<file path="src/rtl/line_encoder_if.sv">
// ============================================================================
// line_encoder_if : instruction-in / character-out handshake bundle
// Rev 1.0
// ============================================================================
`default_nettype none

interface line_encoder_if #(
  parameter int INSTRUCTION_WIDTH   = 44,
  parameter int OUTBOUND_DATA_WIDTH = 8
);
  logic                           instr_valid;
  logic                           instr_ready;
  logic [INSTRUCTION_WIDTH-1:0]   instr_data;
  logic                           outbound_valid;
  logic                           outbound_ready;
  logic [OUTBOUND_DATA_WIDTH-1:0] outbound_data;
  logic                           end_of_file;

  modport master (
    output instr_valid, instr_data, outbound_ready,
    input  instr_ready, outbound_valid, outbound_data, end_of_file
  );

  modport slave (
    input  instr_valid, instr_data, outbound_ready,
    output instr_ready, outbound_valid, outbound_data, end_of_file
  );
endinterface

`default_nettype wire

</file>
<file path="src/rtl/line_encoder.sv">
// ============================================================================
// line_encoder : turns light-grid instruction words into ASCII text lines.
// Optional macro LINE_ENCODER_CRLF_EN selects a CR LF terminator.  Rev 1.0
// ============================================================================
`default_nettype none

module line_encoder #(
  parameter int INSTRUCTION_WIDTH   = 44,
  parameter int OUTBOUND_DATA_WIDTH = 8
) (
  input  wire logic     clk,
  input  wire logic     reset,
  line_encoder_if.slave bus
);

  typedef enum logic [3:0] {
    S_IDLE, S_OP_TEXT, S_START_ROW, S_COMMA_A, S_START_COL,
    S_THROUGH_TEXT, S_END_ROW, S_COMMA_B, S_END_COL, S_LINE_END
  } state_t;

  // Shorter strings are zero-padded at the top so char i sits at 8*(len-1-i).
  localparam logic [71:0] c_txt_off     = "turn off ";
  localparam logic [71:0] c_txt_on      = {8'h00, "turn on "};
  localparam logic [71:0] c_txt_toggle  = {16'h0000, "toggle "};
  localparam logic [71:0] c_txt_through = " through ";

  state_t      r_state, w_state_nxt;
  logic [3:0]  r_idx, w_idx_nxt;
  logic        r_eof, w_eof_nxt;
  logic        r_last;
  logic [1:0]  r_op;
  logic [9:0]  r_srow, r_scol, r_erow, r_ecol;

  logic        w_accept, w_xfer;
  logic [9:0]  w_num;
  logic [15:0] w_bcd;
  logic [2:0]  w_ndig;
  logic [1:0]  w_dpos;
  logic [3:0]  w_len, w_tpos;
  logic [71:0] w_txt;
  logic [OUTBOUND_DATA_WIDTH-1:0] w_char;

  function automatic logic [15:0] bin2bcd(input logic [9:0] bin);
    logic [15:0] bcd;
    bcd = '0;
    for (int i = 9; i >= 0; i--) begin
      for (int d = 0; d < 4; d++) begin
        if (bcd[4*d +: 4] >= 4'd5) bcd[4*d +: 4] = bcd[4*d +: 4] + 4'd3;
      end
      bcd = {bcd[14:0], bin[i]};
    end
    return bcd;
  endfunction

  assign w_accept           = bus.instr_valid & bus.instr_ready;
  assign w_xfer             = bus.outbound_valid & bus.outbound_ready;
  assign bus.instr_ready    = (r_state == S_IDLE);
  assign bus.outbound_valid = (r_state != S_IDLE);
  assign bus.outbound_data  = w_char;
  assign bus.end_of_file    = r_eof;

  always_comb begin
    w_num = '0;
    case (r_state)
      S_START_ROW: w_num = r_srow;
      S_START_COL: w_num = r_scol;
      S_END_ROW:   w_num = r_erow;
      S_END_COL:   w_num = r_ecol;
      default:     w_num = '0;
    endcase
  end

  assign w_bcd = bin2bcd(w_num);

  always_comb begin
    if (w_num >= 10'd1000)     w_ndig = 3'd4;
    else if (w_num >= 10'd100) w_ndig = 3'd3;
    else if (w_num >= 10'd10)  w_ndig = 3'd2;
    else                       w_ndig = 3'd1;
  end

  assign w_dpos = 2'(w_ndig - 3'd1 - {1'b0, r_idx[1:0]});
  assign w_tpos = w_len - 4'd1 - r_idx;

  always_comb begin
    w_state_nxt = r_state;
    w_idx_nxt   = r_idx;
    w_eof_nxt   = 1'b0;
    w_len       = 4'd1;
    w_txt       = '0;
    w_char      = '0;
    case (r_state)
      S_IDLE: begin
        if (w_accept) begin
          if (bus.instr_data[INSTRUCTION_WIDTH-2] && bus.instr_data[41:40] != 2'b11) begin
            w_state_nxt = S_OP_TEXT;
            w_idx_nxt   = '0;
          end else begin
            w_eof_nxt = bus.instr_data[INSTRUCTION_WIDTH-1];
          end
        end
      end
      S_OP_TEXT: begin
        case (r_op)
          2'b00:   begin w_txt = c_txt_off;    w_len = 4'd9; end
          2'b01:   begin w_txt = c_txt_on;     w_len = 4'd8; end
          default: begin w_txt = c_txt_toggle; w_len = 4'd7; end
        endcase
        w_char = w_txt[{w_tpos, 3'b000} +: 8];
      end
      S_THROUGH_TEXT: begin
        w_txt  = c_txt_through;
        w_len  = 4'd9;
        w_char = w_txt[{w_tpos, 3'b000} +: 8];
      end
      S_COMMA_A, S_COMMA_B: w_char = 8'h2C;
      S_LINE_END: begin
`ifdef LINE_ENCODER_CRLF_EN
        w_len  = 4'd2;
        w_char = (r_idx == 4'd0) ? 8'h0D : 8'h0A;
`else
        w_char = 8'h0A;
`endif
      end
      default: begin
        w_len  = {1'b0, w_ndig};
        w_char = {4'h3, w_bcd[{w_dpos, 2'b00} +: 4]};
      end
    endcase

    // Every non-idle state is one segment; the last char of a segment moves on.
    if (r_state != S_IDLE && w_xfer) begin
      if (r_idx == w_len - 4'd1) begin
        w_idx_nxt = '0;
        if (r_state == S_LINE_END) begin
          w_state_nxt = S_IDLE;
          w_eof_nxt   = r_last;
        end else begin
          w_state_nxt = state_t'(r_state + 4'd1);
        end
      end else begin
        w_idx_nxt = r_idx + 4'd1;
      end
    end
  end

  always_ff @(posedge clk or negedge reset) begin
    if (!reset) begin
      r_state <= S_IDLE;
      r_idx   <= '0;
      r_eof   <= 1'b0;
      r_last  <= 1'b0;
      r_op    <= '0;
      r_srow  <= '0;
      r_scol  <= '0;
      r_erow  <= '0;
      r_ecol  <= '0;
    end else begin
      r_state <= w_state_nxt;
      r_idx   <= w_idx_nxt;
      r_eof   <= w_eof_nxt;
      if (w_accept) begin
        r_last <= bus.instr_data[INSTRUCTION_WIDTH-1];
        r_op   <= bus.instr_data[41:40];
        r_srow <= bus.instr_data[39:30];
        r_scol <= bus.instr_data[29:20];
        r_erow <= bus.instr_data[19:10];
        r_ecol <= bus.instr_data[9:0];
      end
    end
  end

endmodule

`default_nettype wire

</file>
<file path="src/flat_wrapper.sv">
// flat-port wrapper written by rule: the top's interface ports become plain ports
module line_encoder_flat 
#(
  parameter int INSTRUCTION_WIDTH   = 44,
  parameter int OUTBOUND_DATA_WIDTH = 8
)
  (clk, reset, bus_instr_valid, bus_instr_data, bus_outbound_ready, bus_instr_ready, bus_outbound_valid, bus_outbound_data, bus_end_of_file);
  line_encoder_if #(.INSTRUCTION_WIDTH(INSTRUCTION_WIDTH), .OUTBOUND_DATA_WIDTH(OUTBOUND_DATA_WIDTH)) bus_i ();
  input  wire logic clk;
  input  wire logic reset;
  input wire logic [$bits(bus_i.instr_valid)-1:0] bus_instr_valid;
  input wire logic [$bits(bus_i.instr_data)-1:0] bus_instr_data;
  input wire logic [$bits(bus_i.outbound_ready)-1:0] bus_outbound_ready;
  output wire logic [$bits(bus_i.instr_ready)-1:0] bus_instr_ready;
  output wire logic [$bits(bus_i.outbound_valid)-1:0] bus_outbound_valid;
  output wire logic [$bits(bus_i.outbound_data)-1:0] bus_outbound_data;
  output wire logic [$bits(bus_i.end_of_file)-1:0] bus_end_of_file;
  assign bus_i.instr_valid = bus_instr_valid;
  assign bus_i.instr_data = bus_instr_data;
  assign bus_i.outbound_ready = bus_outbound_ready;
  assign bus_instr_ready = bus_i.instr_ready;
  assign bus_outbound_valid = bus_i.outbound_valid;
  assign bus_outbound_data = bus_i.outbound_data;
  assign bus_end_of_file = bus_i.end_of_file;
  line_encoder #(.INSTRUCTION_WIDTH(INSTRUCTION_WIDTH), .OUTBOUND_DATA_WIDTH(OUTBOUND_DATA_WIDTH)) u_core (.clk(clk), .reset(reset), .bus(bus_i));
endmodule
</file>
<file path="config.mk">
export PLATFORM = sky130hd
export DESIGN_NAME = line_encoder_flat
export DESIGN_NICKNAME = d
export VERILOG_FILES = /design/src/rtl/line_encoder_if.sv /design/src/rtl/line_encoder.sv /design/src/flat_wrapper.sv
export SDC_FILE = /design/constraint.sdc
export NUM_CORES = 1
export LEC_CHECK = 0
export CAP_MARGIN = 25
export CORE_MARGIN = 2
export CORE_UTILIZATION = 35
export DETAILED_ROUTE_END_ITERATION = 6
export DONT_BUFFER_PORTS = 1
export SETUP_SLACK_MARGIN = 0.15
export SYNTH_ARGS = -nofsm -noshare
export SYNTH_HDL_FRONTEND = slang
export SYNTH_SLANG_ARGS = --single-unit
</file>
<file path="constraint.sdc">
create_clock -name clk -period 9.8 [get_ports clk]
set_clock_uncertainty 0.15 [all_clocks]
set_input_delay 0.98 -clock clk [delete_from_list [all_inputs] [get_ports clk]]
set_output_delay 0.98 -clock clk [all_outputs]
set_load 0.01 [all_outputs]
</file>
**Word level (Yosys, flattened, before mapping)**

Cells that the tools add are included.

- Reductions and logical operators: 11
- Shift-type cells: 3
- $add $sub $neg: 18
- Bitwise operators: 2
- Order comparisons: 15
- Equal/unequal tests: 12
- Multiplexer cells: 38

Operators by type and width:

| kind | number |
|---|---|
| 71-bit case mux with 2 select lines | 1 |
| 4-bit two-way mux | 23 |
| 72-bit two-way mux | 1 |
| 72-bit by 8-bit indexed part select with 8-bit output | 1 |
| 72-bit by 8-bit indexed part select with 8-bit output, first input constant | 1 |
| 10-bit case mux with 4 select lines | 1 |
| 8-bit case mux with 5 select lines | 1 |
| 4-bit by 2-bit adder with 4-bit output, second input constant | 9 |
| 4-bit by 3-bit >= comparator with 1-bit output, second input constant | 9 |
| 4-bit by 3-bit == test with 1-bit output, second input constant | 4 |
| 16-bit by 5-bit indexed part select with 4-bit output | 1 |
| 3-bit by 2-bit adder with 4-bit output, second input constant | 3 |
| 4-bit case mux with 3 select lines | 1 |
| 10-bit >= comparator, second input constant | 1 |
| 10-bit by 4-bit >= comparator with 1-bit output, second input constant | 1 |
| 10-bit by 7-bit >= comparator with 1-bit output, second input constant | 1 |
| 3-bit >= comparator, second input constant | 3 |
| 4-bit by 1-bit adder with 4-bit output, second input constant | 2 |
| 4-bit by 2-bit == test with 1-bit output, second input constant | 2 |
| 4-bit == test, second input constant | 2 |
| 4-bit case mux with 2 select lines | 1 |
| 1-bit two-way mux | 6 |
| 3-bit two-way mux | 2 |
| 2-bit nonzero test | 3 |
| 17 further kinds | 19 |

- Register bits: 52
- Output and inout port bits: 11
- Input port bits: 48
- Logic and storage cells: 108

**Depth between registers and ports, before layout**

- Word-level depth: 18
- Mapped depth: 38
- Mapped depth without buffers: 35

**Worst setup path after synthesis**

Ideal clock, no wire load.

- Kind: reg2out
- Start: register u_core.r_state[2]
- End: output bus_outbound_data[2]
- Data required time: 8.670 ns
- Data arrival time: 6.560 ns
- Stages on the path, launching flop included: 38
- Path buffers: 2
- Slack: 2.110 ns
- Path through: dfrtp_1 -> mux2_1 -> a32oi_1 -> a21o_1 -> buf_6 -> inv_2 -> buf_4 -> ha_1 -> nor3_1 -> nor3_1 -> a21oi_1 -> ha_1 -> or3_1 -> a31oi_1 -> nor2_1 -> inv_1 -> ha_1 -> o21bai_1 -> (+2 left out) -> ha_1 -> o211ai_1 -> nand3_1 -> inv_1 -> ha_1 -> nand4b_1 -> a221o_2 -> inv_2 -> ha_1 -> o21bai_1 -> a21oi_1 -> inv_1 -> ha_1 -> nor2b_1 -> o21bai_1 -> mux2_4 -> o31ai_2 -> nor2_1

- Longest elaborated chain between the ends: 18
- Elaborated cells between the ends (all ways): 64
- Classes of those cells: add/sub (16); order compare (15); eq/ne (9); shift (3); mux (18); reduce/logical (3)

Ends and longest elaborated chain:

| what | line | text |
|---|---|---|
| from (decl) | line_encoder.sv:27 | `state_t r_state, w_state_nxt;` |
| from (signal assigned) | line_encoder.sv:159 | `r_state <= w_state_nxt;` |
| 4-bit == test (tied with other cells) | line_encoder.sv:64 | `case (r_state)` |
| 10-bit case mux with 4 select lines | line_encoder.sv:64 |  |
| 3-bit by 2-bit adder with 4-bit output or 3-bit >= comparator (tied branches) | line_encoder.sv:48 | `if (bcd[4*d +: 4] >= 4'd5) bcd[4*d +: 4] = bcd[4*d +: 4] + 4'd3;` |
| 4-bit two-way mux | line_encoder.sv:48 |  |
| 4-bit by 2-bit adder with 4-bit output or 4-bit by 3-bit >= comparator with 1-bit output (tied branches) | line_encoder.sv:48 |  |
| 4-bit two-way mux | line_encoder.sv:48 |  |
| 4-bit by 2-bit adder with 4-bit output or 4-bit by 3-bit >= comparator with 1-bit output (tied branches) | line_encoder.sv:48 |  |
| 4-bit two-way mux | line_encoder.sv:48 |  |
| (+2 left out) | - |  |
| 4-bit by 2-bit adder with 4-bit output or 4-bit by 3-bit >= comparator with 1-bit output (tied branches) | line_encoder.sv:48 |  |
| 4-bit two-way mux | line_encoder.sv:48 |  |
| 4-bit by 2-bit adder with 4-bit output or 4-bit by 3-bit >= comparator with 1-bit output (tied branches) | line_encoder.sv:48 |  |
| 4-bit two-way mux | line_encoder.sv:48 |  |
| 4-bit by 2-bit adder with 4-bit output (tied with other cells) | line_encoder.sv:48 |  |
| 4-bit two-way mux | line_encoder.sv:48 |  |
| 16-bit by 5-bit indexed part select with 4-bit output | line_encoder.sv:127 | `w_char = {4'h3, w_bcd[{w_dpos, 2'b00} +: 4]};` |
| 8-bit case mux with 5 select lines (*) | line_encoder.sv:92 | `case (r_state)` |
| to (decl) | flat_wrapper.sv:16 | `output wire logic [$bits(bus_i.outbound_data)-1:0] bus_outbound_data;` |

Every way passes the cells marked *; elsewhere a longest branch is shown, timed or not.

**Worst setup path after layout**

- Start: register u_core.r_state[1]
- End: output bus_outbound_data[1]

Same word-level chain as after synthesis.

==> results.yml <==
synth:
  avgSynthCellArea_um2: 8.72
  yosys.cell_count.top_type: "dfrtp_1"
  ys_seq_elements: 52
  synth_top_flop_cell: "dfrtp_1"
  synth_seq_area_share: 0.259
  yosys-top-cells-count: "52 x dfrtp_1, 50 x nand2_1, 45 x mux2_2, 45 x nor2_1, 37 x o21ai_0"
  synth_nets: 647
  ys_warn_count: 0
  yosysTopAreaCell: "dfrtp_1"
  syn_inst: 576
  synth_area_leaders: "dfrtp_1 26%, mux2_2 10%, ha_1 5.5%"
  synth_top_area_share: 0.259
  ys_async_sr_fraction: 1.00
  yosysUniqueCellTypes: 93
  synth_edf_count: 0
  syn-cell-area_um2: 5020
timing:
  final_hold_viol_count: 0
  tightestPinTransition_ps: 945
  grt_setup_unrepaired: "no"
  tns_ps: 0
  hold_ws_ps: 234
  fmax_mhz: 111
  worst_slew_margin_rel: 0.365
  fin_ws_ps: 754
  finalCritPeriodShare: 0.923
  final-setup-viol-count: 0
  slew_viol_final: 0
  period_needed_ps: 9050
setup_path:
  crit_required_ps: 8670
  slowest_stage: "dfrtp_1"
  critPathBufInv: 3
  critPathLaunchType: "register"
  crit_top_cell: "ha_1"
  cp.arrival_ps: 7920
  path_delay_family: "compound AO/OA/AOI/OAI gates"
  critPathCaptureType: "primary output"
  cp_max_fo: 16
  slowest_delay_ps: 560
  worstSetupPathType: "reg -> out"
clock_tree:
  insertion_delay_ps: 290
  cts_hold_buf: 0
  h-tree-depth: 2
  clk_pin_slew_ps: 60
  cts_buffers: 5
  cts_root_buf: "clkbuf_16"
  postCtsSetupBuffers: 0
  cts_buffer_depth: 2
  cts_sinks: 52
  cts_tree: "yes"
status:
  status: "finished clean"
cells_and_area:
  syn_to_final_growth_pct: 6.08
  fillCellCount: 1413
  final_util: 0.382
  fin_nets: 632
  n_antenna_cell: 0
  drive_gt1_frac: 0.187
global_route:
  antenna_found_initial: 0
  grt_pass1_wl_mm: 20.8
  track_usage: 0.167
  grt_pass1_vias: 4144
  grt-ovfl-total: 0
  grt_max_degree: 53
routing:
  finalWirelength_mm: 12.7
  ant_nets: 0
  vias: 4410
  via_per_inst: 5.95
  drt_pass1_iterations: 5
  drtIter0Drc: 342
  wl_per_cell_um: 17.1
  route.detailed.drc: 0
flow_run:
  cap_violations: 0
placed_design:
  gp_congestion: 0.922
  pre_cts_ws_ps: 803
  port_buffers: 0
  place_hpwl_mm: 9.99
die:
  fp.dieH_um: 124
  fp-row-count: 43
  design.core.area_um2: 13900
  initial_core_util: 0.361
  die_w_um: 124
  num_io_pins: 59
  die_area_um2: 15300
worst_hold_path:
  hp-class: "in -> async"
[area by class of cell]
type | instances | area (µm²) | share of cell area
Sequential cell | 52 | 1300 | 0.245
Tap cell | 180 | 225 | 0.0423
Inverter | 38 | 149 | 0.0279
Multi-Input combinational cell | 459 | 3450 | 0.647
Clock buffer | 7 | 153 | 0.0286
Timing Repair Buffer | 5 | 50.0 | 0.00939
[kinds of logic (layout without fill, tap and decap cells)]
family | count (synthesis) | after routing | synth area share
and+or+nand+nor | 183 | 183 | 0.187
AOI/OAI and AO/OA | 179 | 179 | 0.274
buffers and inverters | 65 | 50 | 0.0590
muxes | 56 | 56 | 0.126
DFF | 52 | 52 | 0.259
adders and majority gates | 24 | 24 | 0.0608
xor gates and xnor gates | 16 | 16 | 0.0331
other | 1 | 1 | 0.000746
[layout by cell type (no fill, tap or decap), types with 14 or more instances in the layout]
cell	netlist	layout
dfrtp_1	52	50
nand2_1	50	49
nor2_1	45	45
mux2_2	45	45
o21ai_0	37	37
inv_1	32	32
ha_1	22	22
a21oi_1	19	19
nand3_1	16	16
nor3_1	15	14
[registers in the layout, summed over array words and instances, names as in the netlist]
signal / count
u_core.r_ecol: 10
u_core.r_erow: 10
u_core.r_scol: 10
u_core.r_srow: 10
u_core.r_idx: 4
u_core.r_state: 4
u_core.r_op: 2
u_core.bus.end_of_file: 1
u_core.r_last: 1
[repair_timing]
action                                  CTS  global route
resized for setup                         0             5
hold endpoints to repair                  0             0
endpoints found under the setup margin    0             3
[final timing paths]
check / startpoint / endpoint / slack (ps) / cells past startpoint
max: u_core.r_state[1]$_DFF_PN0_ / bus_outbound_data[1] / 750 / 31
min in group clk: u_core.r_ecol[0]$_DFFE_PN0P_ / u_core.r_ecol[0]$_DFFE_PN0P_ / 350 / 1
max in group asynchronous: reset / u_core.r_srow[2]$_DFFE_PN0P_ / 9170 / 0
max reg2reg: u_core.r_state[0]$_DFF_PN0_ / u_core.r_idx[3]$_DFFE_PN0P_ / 4790 / 19
min: reset / u_core.r_state[0]$_DFF_PN0_ / 230 / 0
min reg2reg: u_core.r_ecol[0]$_DFFE_PN0P_ / u_core.r_ecol[0]$_DFFE_PN0P_ / 350 / 1
[metal layers]
metal / track usage / wire length, µm / part of all wire
met5: 0 / 0 / 0
met4: 0.0362 / 103 / 0.0081
met3: 0.0247 / 673 / 0.053
met2: 0.277 / 6030 / 0.47
met1: 0.229 / 5880 / 0.46
[through the flow]
step | cell area [µm²] | std cells
floorplan | 5020 | 576
global placement | 5130 | 733
detailed placement | 5130 | 733
CTS | 5290 | 740
global route | 5330 | 741
finish | 5330 | 741
Power is not shown: default switching activity piles up to over one toggle a cycle in this logic, so the estimate is an artifact.
